==> config.mk <==
export PLATFORM = sky130hd
export DESIGN_NAME = move_ctrl
export DESIGN_NICKNAME = d
export VERILOG_FILES = /design/src/rtl/move_ctrl.sv
export SDC_FILE = /design/constraint.sdc
export NUM_CORES = 1
export LEC_CHECK = 0
export BUFFER_PORTS_ARGS = -buffer_cell sky130_fd_sc_hd__buf_2
export CORE_MARGIN = 5
export CORE_UTILIZATION = 40
export DETAILED_ROUTE_END_ITERATION = 8
export GPL_TIMING_DRIVEN = 0
export PLACE_DENSITY = 0.7
export SKIP_LAST_GASP = 1
export SLEW_MARGIN = 20
export SYNTH_ARGS = -nofsm -noshare
export SYNTH_HDL_FRONTEND = slang
export SYNTH_SLANG_ARGS = --single-unit
==> constraint.sdc <==
create_clock -name clk -period 2 [get_ports clk]
set_input_delay 0.1 -clock clk [delete_from_list [all_inputs] [get_ports clk]]
set_output_delay 0.1 -clock clk [all_outputs]
set_load 0.02 [all_outputs]
==> src/rtl/move_ctrl.sv <==
// Tic-tac-toe player-input controller: converts debounced button pulses into
// cursor moves and single-cycle writes/clears on the board store's write port.
module move_ctrl #(
  parameter logic [1:0] START_PLAYER = 2'b01
) (
  input  logic       clk,
  input  logic       rst_n,
  input  logic       btn_up,
  input  logic       btn_down,
  input  logic       btn_left,
  input  logic       btn_right,
  input  logic       btn_sel,
  input  logic [1:0] wY,
  input  logic [9:0] gameover,
  output logic [3:0] waddr,
  output logic       wen,
  output logic [1:0] I,
  output logic [1:0] turn,
  output logic [4:0] move_cnt,
  output logic       err
);

  localparam logic [1:0] IDLE   = 2'd0;
  localparam logic [1:0] WRITE  = 2'd1;
  localparam logic [1:0] SETTLE = 2'd2;
  localparam logic [1:0] CLEAR  = 2'd3;

  localparam logic [4:0] MAX_MOVES = 5'd16;

  logic [1:0] state;
  logic [1:0] row;
  logic [1:0] col;

  // Cursor is stored as row/col so wrapping falls out of 2-bit arithmetic.
  assign waddr = {row, col};

  // NOTE: all state here is sequential, so every assignment is non-blocking;
  // blocking assignments would let later statements see half-updated values.
  always_ff @(posedge clk or negedge rst_n) begin
    if (!rst_n) begin
      state    <= IDLE;
      row      <= 2'd0;
      col      <= 2'd0;
      wen      <= 1'b0;
      I        <= 2'b00;
      turn     <= START_PLAYER;
      move_cnt <= 5'd0;
      err      <= 1'b0;
    end else begin
      // Strobes are single-cycle unless re-asserted below.
      wen <= 1'b0;
      err <= 1'b0;
      case (state)
        IDLE: begin
          if (btn_sel) begin
            if (gameover != 10'd0) begin
              state <= CLEAR;
              wen   <= 1'b1;
              I     <= 2'b00;
            end else if (wY == 2'b00) begin
              state <= WRITE;
              wen   <= 1'b1;
              I     <= turn;
            end else begin
              err <= 1'b1;
            end
          end else if (btn_up) begin
            row <= row - 2'd1;
          end else if (btn_down) begin
            row <= row + 2'd1;
          end else if (btn_left) begin
            col <= col - 2'd1;
          end else if (btn_right) begin
            col <= col + 2'd1;
          end
        end
        WRITE: begin
          state <= SETTLE;
          turn  <= (turn == 2'b01) ? 2'b10 : 2'b01;
          if (move_cnt < MAX_MOVES) begin
            move_cnt <= move_cnt + 5'd1;
          end
        end
        SETTLE: begin
          // Gives the board store a cycle to update gameover before new input.
          state <= IDLE;
        end
        CLEAR: begin
          state    <= IDLE;
          row      <= 2'd0;
          col      <= 2'd0;
          turn     <= START_PLAYER;
          move_cnt <= 5'd0;
        end
        default: state <= IDLE;
      endcase
    end
  end

endmodule

* After elaboration in Yosys (flattened, before gate mapping)
Index checks and enable logic that the tools add are counted.
** Operators by class
- $add $sub $neg :: 5
- Multipliers :: 0
- Div/mod/pow operators :: 0
- Order comparisons :: 1
- Equal/unequal tests :: 12
- Shifts and indexed selects :: 0
- Mux-type cells :: 28
- Bitwise gates (word level) :: 0
- Reductions and logical operators :: 12
** Operator list (number)
- $mux W2 :: 14
- $pmux W2 S2 :: 3
- $ne A2 B2 Y1 const B :: 5
- $pmux W5 S2 :: 1
- $reduce_bool A10 Y1 :: 1
- $ne A3 B3 Y1 const B :: 3
- $mux W1 :: 8
- $pmux W2 S3 :: 1
- $reduce_and A3 Y1 :: 2
- $reduce_bool A2 Y1 :: 3
- $add A5 B1 Y5 const B :: 1
- $lt A5 B5 Y1 const B :: 1
- $mux W5 :: 1
- $reduce_and A5 Y1 :: 1
- $add A2 B1 Y2 const B :: 2
- $eq A2 B1 Y1 const B :: 2
- $eq A2 B2 Y1 const B :: 2
- $logic_not A2 Y1 :: 2
- $reduce_and A2 Y1 :: 2
- $sub A2 B1 Y2 const B :: 2
- $reduce_or A2 Y1 :: 1
** Storage, ports and cells
- Bits in registers :: 17
- Latch bits :: 0
- Bits in writable memories :: 0
- Bits in read-only memories :: 0
- Output and inout bits :: 15
- Word-level logic and storage cells :: 66
- Memories kept :: 0

* Logic depth before layout (Yosys ltp)
Gate-level depths: netlist of run 1.
- Depth in word-level cells :: 7
- Mapped depth :: 4
- Mapped depth without buffers :: 4

* Worst setup path before layout of run 1
No wires, ideal clock.
- Kind :: register to register
- From :: register state[0]
- To :: register col[1]
- Setup time :: 0.079 ns
- Arrival :: 1.431 ns
- Path slack :: 0.490 ns
- Stages on the path, launching flop included :: 4
- Path buffers :: 0
- Cell sequence :: dfrtp_1 -> or4_4 -> nor4_4 -> mux2i_1
** Between the ends
- Cells in the longest elaborated chain, start to end :: 3
- Elaborated cells on any way between the ends :: 9
- Classes of those cells :: eq/ne: 5; mux: 1; reduce/logical: 3
** RTL lines
- start: declaration :: line 30 : logic [1:0] state;
- start signal: assignment :: line 41 : state <= IDLE;
- start signal: assignment :: line 57 : state <= CLEAR;
- start signal: assignment :: line 61 : state <= WRITE;
- $logic_not A2 Y1 or $eq A2 B2 Y1 (tied branches) :: line 53 : case (state)
- $ne A3 B3 Y1 (no line), or another cell as far along
- $reduce_and A5 Y1 (no line)
- end signal: assignment :: line 72 : col <= col - 2'd1;
- end signal: assignment :: line 74 : col <= col + 2'd1;
- end: declaration :: line 32 : logic [1:0] col;
Parallel ways exist; a longest one is shown, timed or not.
A chain may end at the register's enable or synchronous reset.

* Worst setup path in the final report of run 1
Same ends and word-level chain as after synthesis.

==> run_summary.xml, run 1 <==
<?xml version="1.0" encoding="UTF-8"?>
<metrics>
  <group name="detailed_routing">
    <metric name="drt_wl_total" unit="um">2000</metric>
    <metric name="drt_drc_violations_left" unit="">0</metric>
    <metric name="detailroute.via_count" unit="">821</metric>
    <metric name="ant_nets" unit="">0</metric>
    <metric name="detailedRoute.firstPassIterationCount" unit="">4</metric>
    <metric name="wl_per_cell" unit="um">13.1</metric>
    <metric name="viasPerCell" unit="">5.37</metric>
    <metric name="initialDrtViolationCount" unit="">11</metric>
  </group>
  <group name="final_layout">
    <metric name="diodes" unit="">0</metric>
    <metric name="post-route-cell-area" unit="um^2">1140</metric>
    <metric name="layout-drive-gt1-share" unit="">0.344</metric>
    <metric name="finalNetCount" unit="">146</metric>
    <metric name="area_growth_syn_to_layout" unit="%">25.6</metric>
  </group>
  <group name="cts">
    <metric name="cts-buffers-inserted" unit="">3</metric>
    <metric name="cts.htree.levels" unit="">1</metric>
    <metric name="tritoncts" unit="">built</metric>
    <metric name="cts.repair_timing.setup_buffer_count" unit="">0</metric>
    <metric name="cts.path.max_buffers" unit="">2</metric>
    <metric name="clk_lat_worst_skew" unit="ns">0.30</metric>
    <metric name="cts_num_sinks" unit="">17</metric>
    <metric name="worst_setup_hold_path_clk_slew" unit="ns">0.10</metric>
    <metric name="cts.root.buffer_cell" unit="">sky130_fd_sc_hd__clkbuf_4</metric>
    <metric name="post_cts_resized" unit="">0</metric>
    <metric name="holdBufCountCts" unit="">1</metric>
  </group>
  <group name="sta">
    <metric name="hold_viol" unit="">0</metric>
    <metric name="setup_viol" unit="">0</metric>
    <metric name="fmax" unit="GHz">0.619</metric>
    <metric name="setup_tns" unit="ns">0</metric>
    <metric name="fin_max_slew_vios" unit="">0</metric>
    <metric name="period_share" unit="">0.808</metric>
    <metric name="clock_period_minus_worst_slack" unit="ns">1.62</metric>
    <metric name="timing.clock.skew" unit="ns">0.00887</metric>
    <metric name="setup_slack" unit="ns">0.385</metric>
    <metric name="max_slew.worst_pin.slew" unit="ns">0.526</metric>
    <metric name="rsz_0062_raised_after_global_routing" unit="">no</metric>
    <metric name="tightest_hold_margin" unit="ns">0.0443</metric>
    <metric name="worst_slew_margin" unit="">0.649</metric>
  </group>
  <group name="logic_synthesis">
    <metric name="ys_async_sr_fraction" unit="">1.00</metric>
    <metric name="synth_most_common_cell" unit="">sky130_fd_sc_hd__dfrtp_1</metric>
    <metric name="ys_seq_area_frac" unit="">0.469</metric>
    <metric name="synth.lib_cells_used.distinct" unit="">36</metric>
    <metric name="synthesis.instances" unit="">88</metric>
    <metric name="syn-num-nets" unit="">108</metric>
    <metric name="post_synth_instance_area" unit="um^2">910</metric>
    <metric name="synth_edf_count" unit="">0</metric>
    <metric name="syn-mean-instance-area" unit="um^2">10.3</metric>
    <metric name="ys_ff_latch" unit="">17</metric>
    <metric name="synthesis.yosys.warnings" unit="">0</metric>
    <metric name="synth_top_area_share" unit="">0.440</metric>
    <metric name="synth.top_cells.by_area" unit="">sky130_fd_sc_hd__dfrtp_1 44%, sky130_fd_sc_hd__o2bb2ai_1 5.8%, sky130_fd_sc_hd__o21a_1 4.1%</metric>
    <metric name="top_post_synthesis_cells_by_count" unit="">16 x sky130_fd_sc_hd__dfrtp_1, 6 x sky130_fd_sc_hd__nor2_1, 6 x sky130_fd_sc_hd__o2bb2ai_1, 5 x sky130_fd_sc_hd__o21a_1</metric>
    <metric name="synth_flop_cell" unit="">sky130_fd_sc_hd__dfrtp_1</metric>
    <metric name="largest_area_contributor_in_the_synthesized_netlist" unit="">sky130_fd_sc_hd__dfrtp_1</metric>
  </group>
  <group name="floorplan">
    <metric name="fp-row-count" unit="">17</metric>
    <metric name="design.die.area" unit="um^2">3330</metric>
    <metric name="core-area" unit="um^2">2190</metric>
    <metric name="initial_core_util" unit="">0.415</metric>
    <metric name="fp.dieH" unit="um">57.7</metric>
    <metric name="i_o_pins" unit="">34</metric>
    <metric name="floorplan.die.width" unit="um">57.7</metric>
  </group>
  <group name="outcome">
    <metric name="outcome" unit="">completed</metric>
  </group>
  <group name="grt">
    <metric name="global_route.usage.total" unit="">0.129</metric>
    <metric name="grt_start_max_net_pins" unit="">18</metric>
    <metric name="grt_pass1_wl" unit="um">3390</metric>
    <metric name="vias_in_the_first_global_route" unit="">799</metric>
    <metric name="grt.overflow.total" unit="">0</metric>
    <metric name="antenna_found_initial" unit="">0</metric>
  </group>
  <group name="setup_path">
    <metric name="rrSetupSlack" unit="ns">0.38</metric>
    <metric name="cp.arrival" unit="ns">1.83</metric>
    <metric name="cp.required" unit="ns">2.22</metric>
    <metric name="path_class" unit="">flip-flop to flip-flop</metric>
    <metric name="worst-path-max-fanout" unit="">9</metric>
    <metric name="crit-reg2reg-launch" unit="">state[0]$_DFFE_PN0P_</metric>
    <metric name="startpoint_type" unit="">flip-flop</metric>
    <metric name="critical_path.reg2reg.endpoint" unit="">col[1]$_DFFE_PN0P_</metric>
    <metric name="kind_of_end_point_of_the_critical_path" unit="">flip-flop</metric>
    <metric name="worst_r2r_path_depth" unit="">3</metric>
  </group>
  <group name="min_path">
    <metric name="hold_class" unit="">input pin to flip-flop</metric>
    <metric name="worst_hold_path.num_cells" unit="">4</metric>
    <metric name="timing.hold.worst.start" unit="">gameover[4]</metric>
    <metric name="hold_path_end" unit="">err$_DFF_PN0_</metric>
  </group>
  <group name="place">
    <metric name="detailed_place.area" unit="um^2">1100</metric>
    <metric name="dp_slack" unit="ns">0.383</metric>
    <metric name="place_congestion" unit="">0.732</metric>
    <metric name="half_perimeter_wire_length_after_detailed_placement" unit="um">1520</metric>
    <metric name="numPortBuffers" unit="">32</metric>
  </group>
  <group name="power_and_ir_drop">
    <metric name="total_power" unit="mW">1.36</metric>
    <metric name="total_leakage_power" unit="nW">0.520</metric>
    <metric name="vdd_ir_drop_max" unit="V">0.000515</metric>
    <metric name="power_density" unit="nW/um^2">1190</metric>
  </group>
  <group name="flow_run">
    <metric name="maxCapViolCount" unit="">0</metric>
  </group>
</metrics>
logic make-up after synthesis:
kind of cell | Yosys count | synth area share
AND/OR/NAND/NOR | 34 | 0.245
XOR/XNOR | 1 | 0.00963
adder cells (fa/ha/maj) | 1 | 0.0138
AO/OA/AOI/OAI | 27 | 0.215
buffers and inverters | 6 | 0.0261
multiplexers | 2 | 0.0220
flip-flops | 17 | 0.469
metrics by stage:
| stage | utilization | instances |
|---|---|---|
| finish | 0.521 | 153 |
| global route | 0.521 | 153 |
| CTS | 0.521 | 153 |
| detailed placement | 0.504 | 148 |
| global placement | 0.504 | 148 |
| floorplan | - | 88 |
area by class of cell:
cell class | instances | area, um^2
Tap cell | 28 | 35.0
Clock buffer | 3 | 22.5
Clock inverter | 1 | 5.00
Inverter | 3 | 11.3
Multi-Input combinational cell | 65 | 459
Fill cell | 214 | 1050
Buffer | 3 | 12.5
Sequential cell | 17 | 427
Timing Repair Buffer | 33 | 170
metal layers:
metal	track usage	vias to the layer above	wire, um
met5	0	-	0
met2	0.208	31	862
met1	0.158	377	928
met4	0.0596	0	35
met3	0.0379	5	175
li1	-	408	-
worst max-delay path, stage by stage (launching register included):
cell and delay, ns:
sky130_fd_sc_hd__dfrtp_1 0.47, sky130_fd_sc_hd__or4_4 0.59, sky130_fd_sc_hd__nor4_4 0.27, sky130_fd_sc_hd__mux2i_1 0.21
flip-flops by register name, indices dropped and copies added, names as in the netlist:
| register | cells |
|---|---|
| wen | 1 |
| row | 2 |
| I | 2 |
| err | 1 |
| state | 2 |
| col | 2 |
| move_cnt | 5 |
| turn | 2 |
worst max path at each step:
stage	start	end	slack [ns]	depth (start not counted)
finish	state[0]$_DFFE_PN0P_	col[1]$_DFFE_PN0P_	0.38	3
global route	state[0]$_DFFE_PN0P_	col[1]$_DFFE_PN0P_	0.32	3
CTS	state[0]$_DFFE_PN0P_	col[1]$_DFFE_PN0P_	0.36	3
detailed placement	state[0]$_DFFE_PN0P_	col[1]$_DFFE_PN0P_	0.38	3
global placement	state[0]$_DFFE_PN0P_	col[1]$_DFFE_PN0P_	0.41	3
floorplan	state[0]$_DFFE_PN0P_	col[1]$_DFFE_PN0P_	0.49	3
power by group:
part / switching [mW] / total (mW) / leakage [nW] / internal (mW)
combinational: 0.322 / 0.567 / 0.288 / 0.245
sequential: 0.138 / 0.602 / 0.214 / 0.464
clock: 0.115 / 0.189 / 0.0177 / 0.0745
total: 0.575 / 1.36 / 0.520 / 0.783
layout by cell type, fill, tap and decap left out, types with 3 or more instances in the layout:
cell and count:
sky130_fd_sc_hd__buf_2 33, sky130_fd_sc_hd__o2bb2ai_1 6, sky130_fd_sc_hd__o21a_1 5, sky130_fd_sc_hd__a21oi_1 4
sky130_fd_sc_hd__o21ai_0 4, sky130_fd_sc_hd__nor2_1 6, sky130_fd_sc_hd__nand2_1 4, sky130_fd_sc_hd__inv_1 3
sky130_fd_sc_hd__nor3b_1 3, sky130_fd_sc_hd__nor2b_1 3, sky130_fd_sc_hd__nand3_1 3, sky130_fd_sc_hd__dfrtp_1 16
sky130_fd_sc_hd__clkbuf_4 3
No activity file was read; power rests on OpenSTA's default activity.
==> run 2, diff against run 1 <==
Clock period 2 ns to 1.6 ns, I/O delays scaled along.
==> run_summary.xml, run 2 (synthesis results as in run 1) <==
<?xml version="1.0" encoding="UTF-8"?>
<metrics>
  <group name="outcome">
    <metric name="outcome" unit="">completed</metric>
  </group>
  <group name="sta">
    <metric name="worst_slew_margin" unit="">0.650</metric>
    <metric name="hold_viol" unit="">0</metric>
    <metric name="fmax" unit="GHz">0.650</metric>
    <metric name="rsz_0062_raised_after_global_routing" unit="">no</metric>
    <metric name="setup_viol" unit="">0</metric>
    <metric name="timing.clock.skew" unit="ns">0.00889</metric>
    <metric name="period_share" unit="">0.961</metric>
    <metric name="max_slew.worst_pin.slew" unit="ns">0.525</metric>
    <metric name="clock_period_minus_worst_slack" unit="ns">1.54</metric>
    <metric name="setup_slack" unit="ns">0.0624</metric>
    <metric name="fin_max_slew_vios" unit="">0</metric>
  </group>
  <group name="setup_path">
    <metric name="kind_of_end_point_of_the_critical_path" unit="">flip-flop</metric>
    <metric name="cpMaxStageDelayCell" unit="">sky130_fd_sc_hd__or4_4</metric>
    <metric name="worst-path-max-fanout" unit="">5</metric>
    <metric name="timing.critical_path.cells" unit="">or4_4 -&gt; nor4_4 -&gt; mux2i_1</metric>
    <metric name="crit_path_max_incr_delay" unit="ns">0.56</metric>
    <metric name="path_class" unit="">flip-flop to flip-flop</metric>
    <metric name="cp.arrival" unit="ns">1.76</metric>
    <metric name="startpoint_type" unit="">flip-flop</metric>
    <metric name="cp.required" unit="ns">1.82</metric>
  </group>
  <group name="final_layout">
    <metric name="seq_area" unit="um^2">428</metric>
    <metric name="fillerInstances" unit="">213</metric>
    <metric name="diodes" unit="">0</metric>
    <metric name="largest_register_ff_count" unit="">5</metric>
    <metric name="layout-drive-gt1-share" unit="">0.357</metric>
    <metric name="multiInputGateArea" unit="um^2">459</metric>
    <metric name="final_cell_mix" unit="">33 x sky130_fd_sc_hd__buf_2, 15 x sky130_fd_sc_hd__dfrtp_1, 6 x sky130_fd_sc_hd__nor2_1, 6 x sky130_fd_sc_hd__o2bb2ai_1, 5 x sky130_fd_sc_hd__o21a_1</metric>
    <metric name="area_growth_syn_to_layout" unit="%">26.5</metric>
    <metric name="finalNetCount" unit="">147</metric>
    <metric name="final_common_cell" unit="">sky130_fd_sc_hd__buf_2</metric>
    <metric name="largest-register" unit="">move_cnt</metric>
  </group>
  <group name="floorplan">
    <metric name="design.die.area" unit="um^2">3330</metric>
    <metric name="initial_core_util" unit="">0.415</metric>
    <metric name="floorplan.die.width" unit="um">57.7</metric>
    <metric name="i_o_pins" unit="">34</metric>
    <metric name="core-area" unit="um^2">2190</metric>
    <metric name="fp-row-count" unit="">17</metric>
    <metric name="fp.dieH" unit="um">57.7</metric>
  </group>
  <group name="cts">
    <metric name="cts.root.buffer_cell" unit="">sky130_fd_sc_hd__clkbuf_4</metric>
    <metric name="cts_num_sinks" unit="">17</metric>
    <metric name="cts.htree.levels" unit="">1</metric>
    <metric name="cts.path.max_buffers" unit="">2</metric>
    <metric name="clk_lat_worst_skew" unit="ns">0.30</metric>
    <metric name="tritoncts" unit="">built</metric>
    <metric name="cts-buffers-inserted" unit="">3</metric>
    <metric name="worst_setup_hold_path_clk_slew" unit="ns">0.10</metric>
  </group>
  <group name="detailed_routing">
    <metric name="ant_nets" unit="">0</metric>
    <metric name="drt_wl_total" unit="um">2020</metric>
    <metric name="drt_drc_violations_left" unit="">0</metric>
    <metric name="detailedRoute.firstPassIterationCount" unit="">4</metric>
    <metric name="routed.top_layer" unit="">met4</metric>
    <metric name="wl_per_cell" unit="um">13.1</metric>
    <metric name="wl_met1" unit="um">923</metric>
    <metric name="initialDrtViolationCount" unit="">6</metric>
    <metric name="met2RoutedLength" unit="um">872</metric>
    <metric name="dr_wl_met3" unit="um">185</metric>
    <metric name="viasPerCell" unit="">5.35</metric>
    <metric name="detailroute.via_count" unit="">824</metric>
  </group>
  <group name="min_path">
    <metric name="hold_class" unit="">input pin to flip-flop</metric>
  </group>
  <group name="power_and_ir_drop">
    <metric name="total_power" unit="mW">1.70</metric>
    <metric name="power_density" unit="nW/um^2">1480</metric>
    <metric name="vdd_ir_drop_max" unit="V">0.000644</metric>
    <metric name="total_leakage_power" unit="nW">0.524</metric>
  </group>
  <group name="grt">
    <metric name="global_route.usage.total" unit="">0.130</metric>
    <metric name="grt.overflow.total" unit="">0</metric>
    <metric name="grt_start_max_net_pins" unit="">18</metric>
    <metric name="grt_pass1_wl" unit="um">3440</metric>
    <metric name="vias_in_the_first_global_route" unit="">806</metric>
    <metric name="antenna_found_initial" unit="">0</metric>
  </group>
  <group name="place">
    <metric name="dp_slack" unit="ns">-0.0168</metric>
    <metric name="numPortBuffers" unit="">32</metric>
    <metric name="half_perimeter_wire_length_after_detailed_placement" unit="um">1520</metric>
    <metric name="place_congestion" unit="">0.732</metric>
  </group>
  <group name="flow_run">
    <metric name="maxCapViolCount" unit="">0</metric>
  </group>
</metrics>
[run 2: cell type report]
cell class                      instances  area share
Buffer                                  3      0.0109
Inverter                                3     0.00978
Multi-Input combinational cell         65       0.399
Tap cell                               28      0.0304
Timing Repair Buffer                   34       0.154
Sequential cell                        17       0.372
Clock buffer                            3      0.0196
Clock inverter                          1     0.00435
[run 2: worst paths after layout]
path	end	cells past startpoint	from	slack, ns
setup / recovery	col[1]$_DFFE_PN0P_	3	state[1]$_DFFE_PN0P_	0.06
hold / removal	err$_DFF_PN0_	4	gameover[4]	0.02
setup reg to reg	col[1]$_DFFE_PN0P_	3	state[1]$_DFFE_PN0P_	0.06
hold reg to reg	I[0]$_DFFE_PN0P_	1	I[0]$_DFFE_PN0P_	0.53
max in group asynchronous	turn[0]$_DFFE_PN1P_	2	rst_n	1.06
min in group asynchronous	move_cnt[0]$_DFFE_PN0P_	2	rst_n	0.21
[run 2: metal layers]
metal | global-route usage | up-vias
met4 | 0.0596 | 0
met5 | 0 | -
met1 | 0.161 | 376
li1 | - | 410
met2 | 0.210 | 33
met3 | 0.0379 | 5
[run 2: critical path, delay by kind of cell (launching register included)]
kind,cells,cell delay (ns)
AND/OR/NAND/NOR,2,0.83
flip-flops,1,0.43
multiplexers,1,0.21
[run 2: through the flow]
stage | setup TNS [ns] | hold slack, ns | area [um^2] | util | cells
after floorplan | 0 | -0.216 | 910 | - | 88
after global placement | 0 | 0.0258 | 1100 | 0.504 | 148
after detailed placement | -0.0168 | 0.0251 | 1100 | 0.504 | 148
after CTS | 0 | 0.0181 | 1150 | 0.525 | 154
after global routing | 0 | 0.0303 | 1150 | 0.525 | 154
final | 0 | 0.0242 | 1150 | 0.525 | 154
[run 2: report_power, final]
part	switching, mW	internal (mW)	leakage (nW)
registers	0.168	0.581	0.213
clock network	0.143	0.0931	0.0177
logic	0.409	0.311	0.293
total	0.720	0.985	0.524
[run 2: repair_timing]
item | in CTS | in global routing
setup endpoints to repair | 1 | 0
buffers inserted | 1 | 0
gates resized for setup | 1 | 0
hold endpoints to repair | 17 | 0
hold buffers | 1 | 0
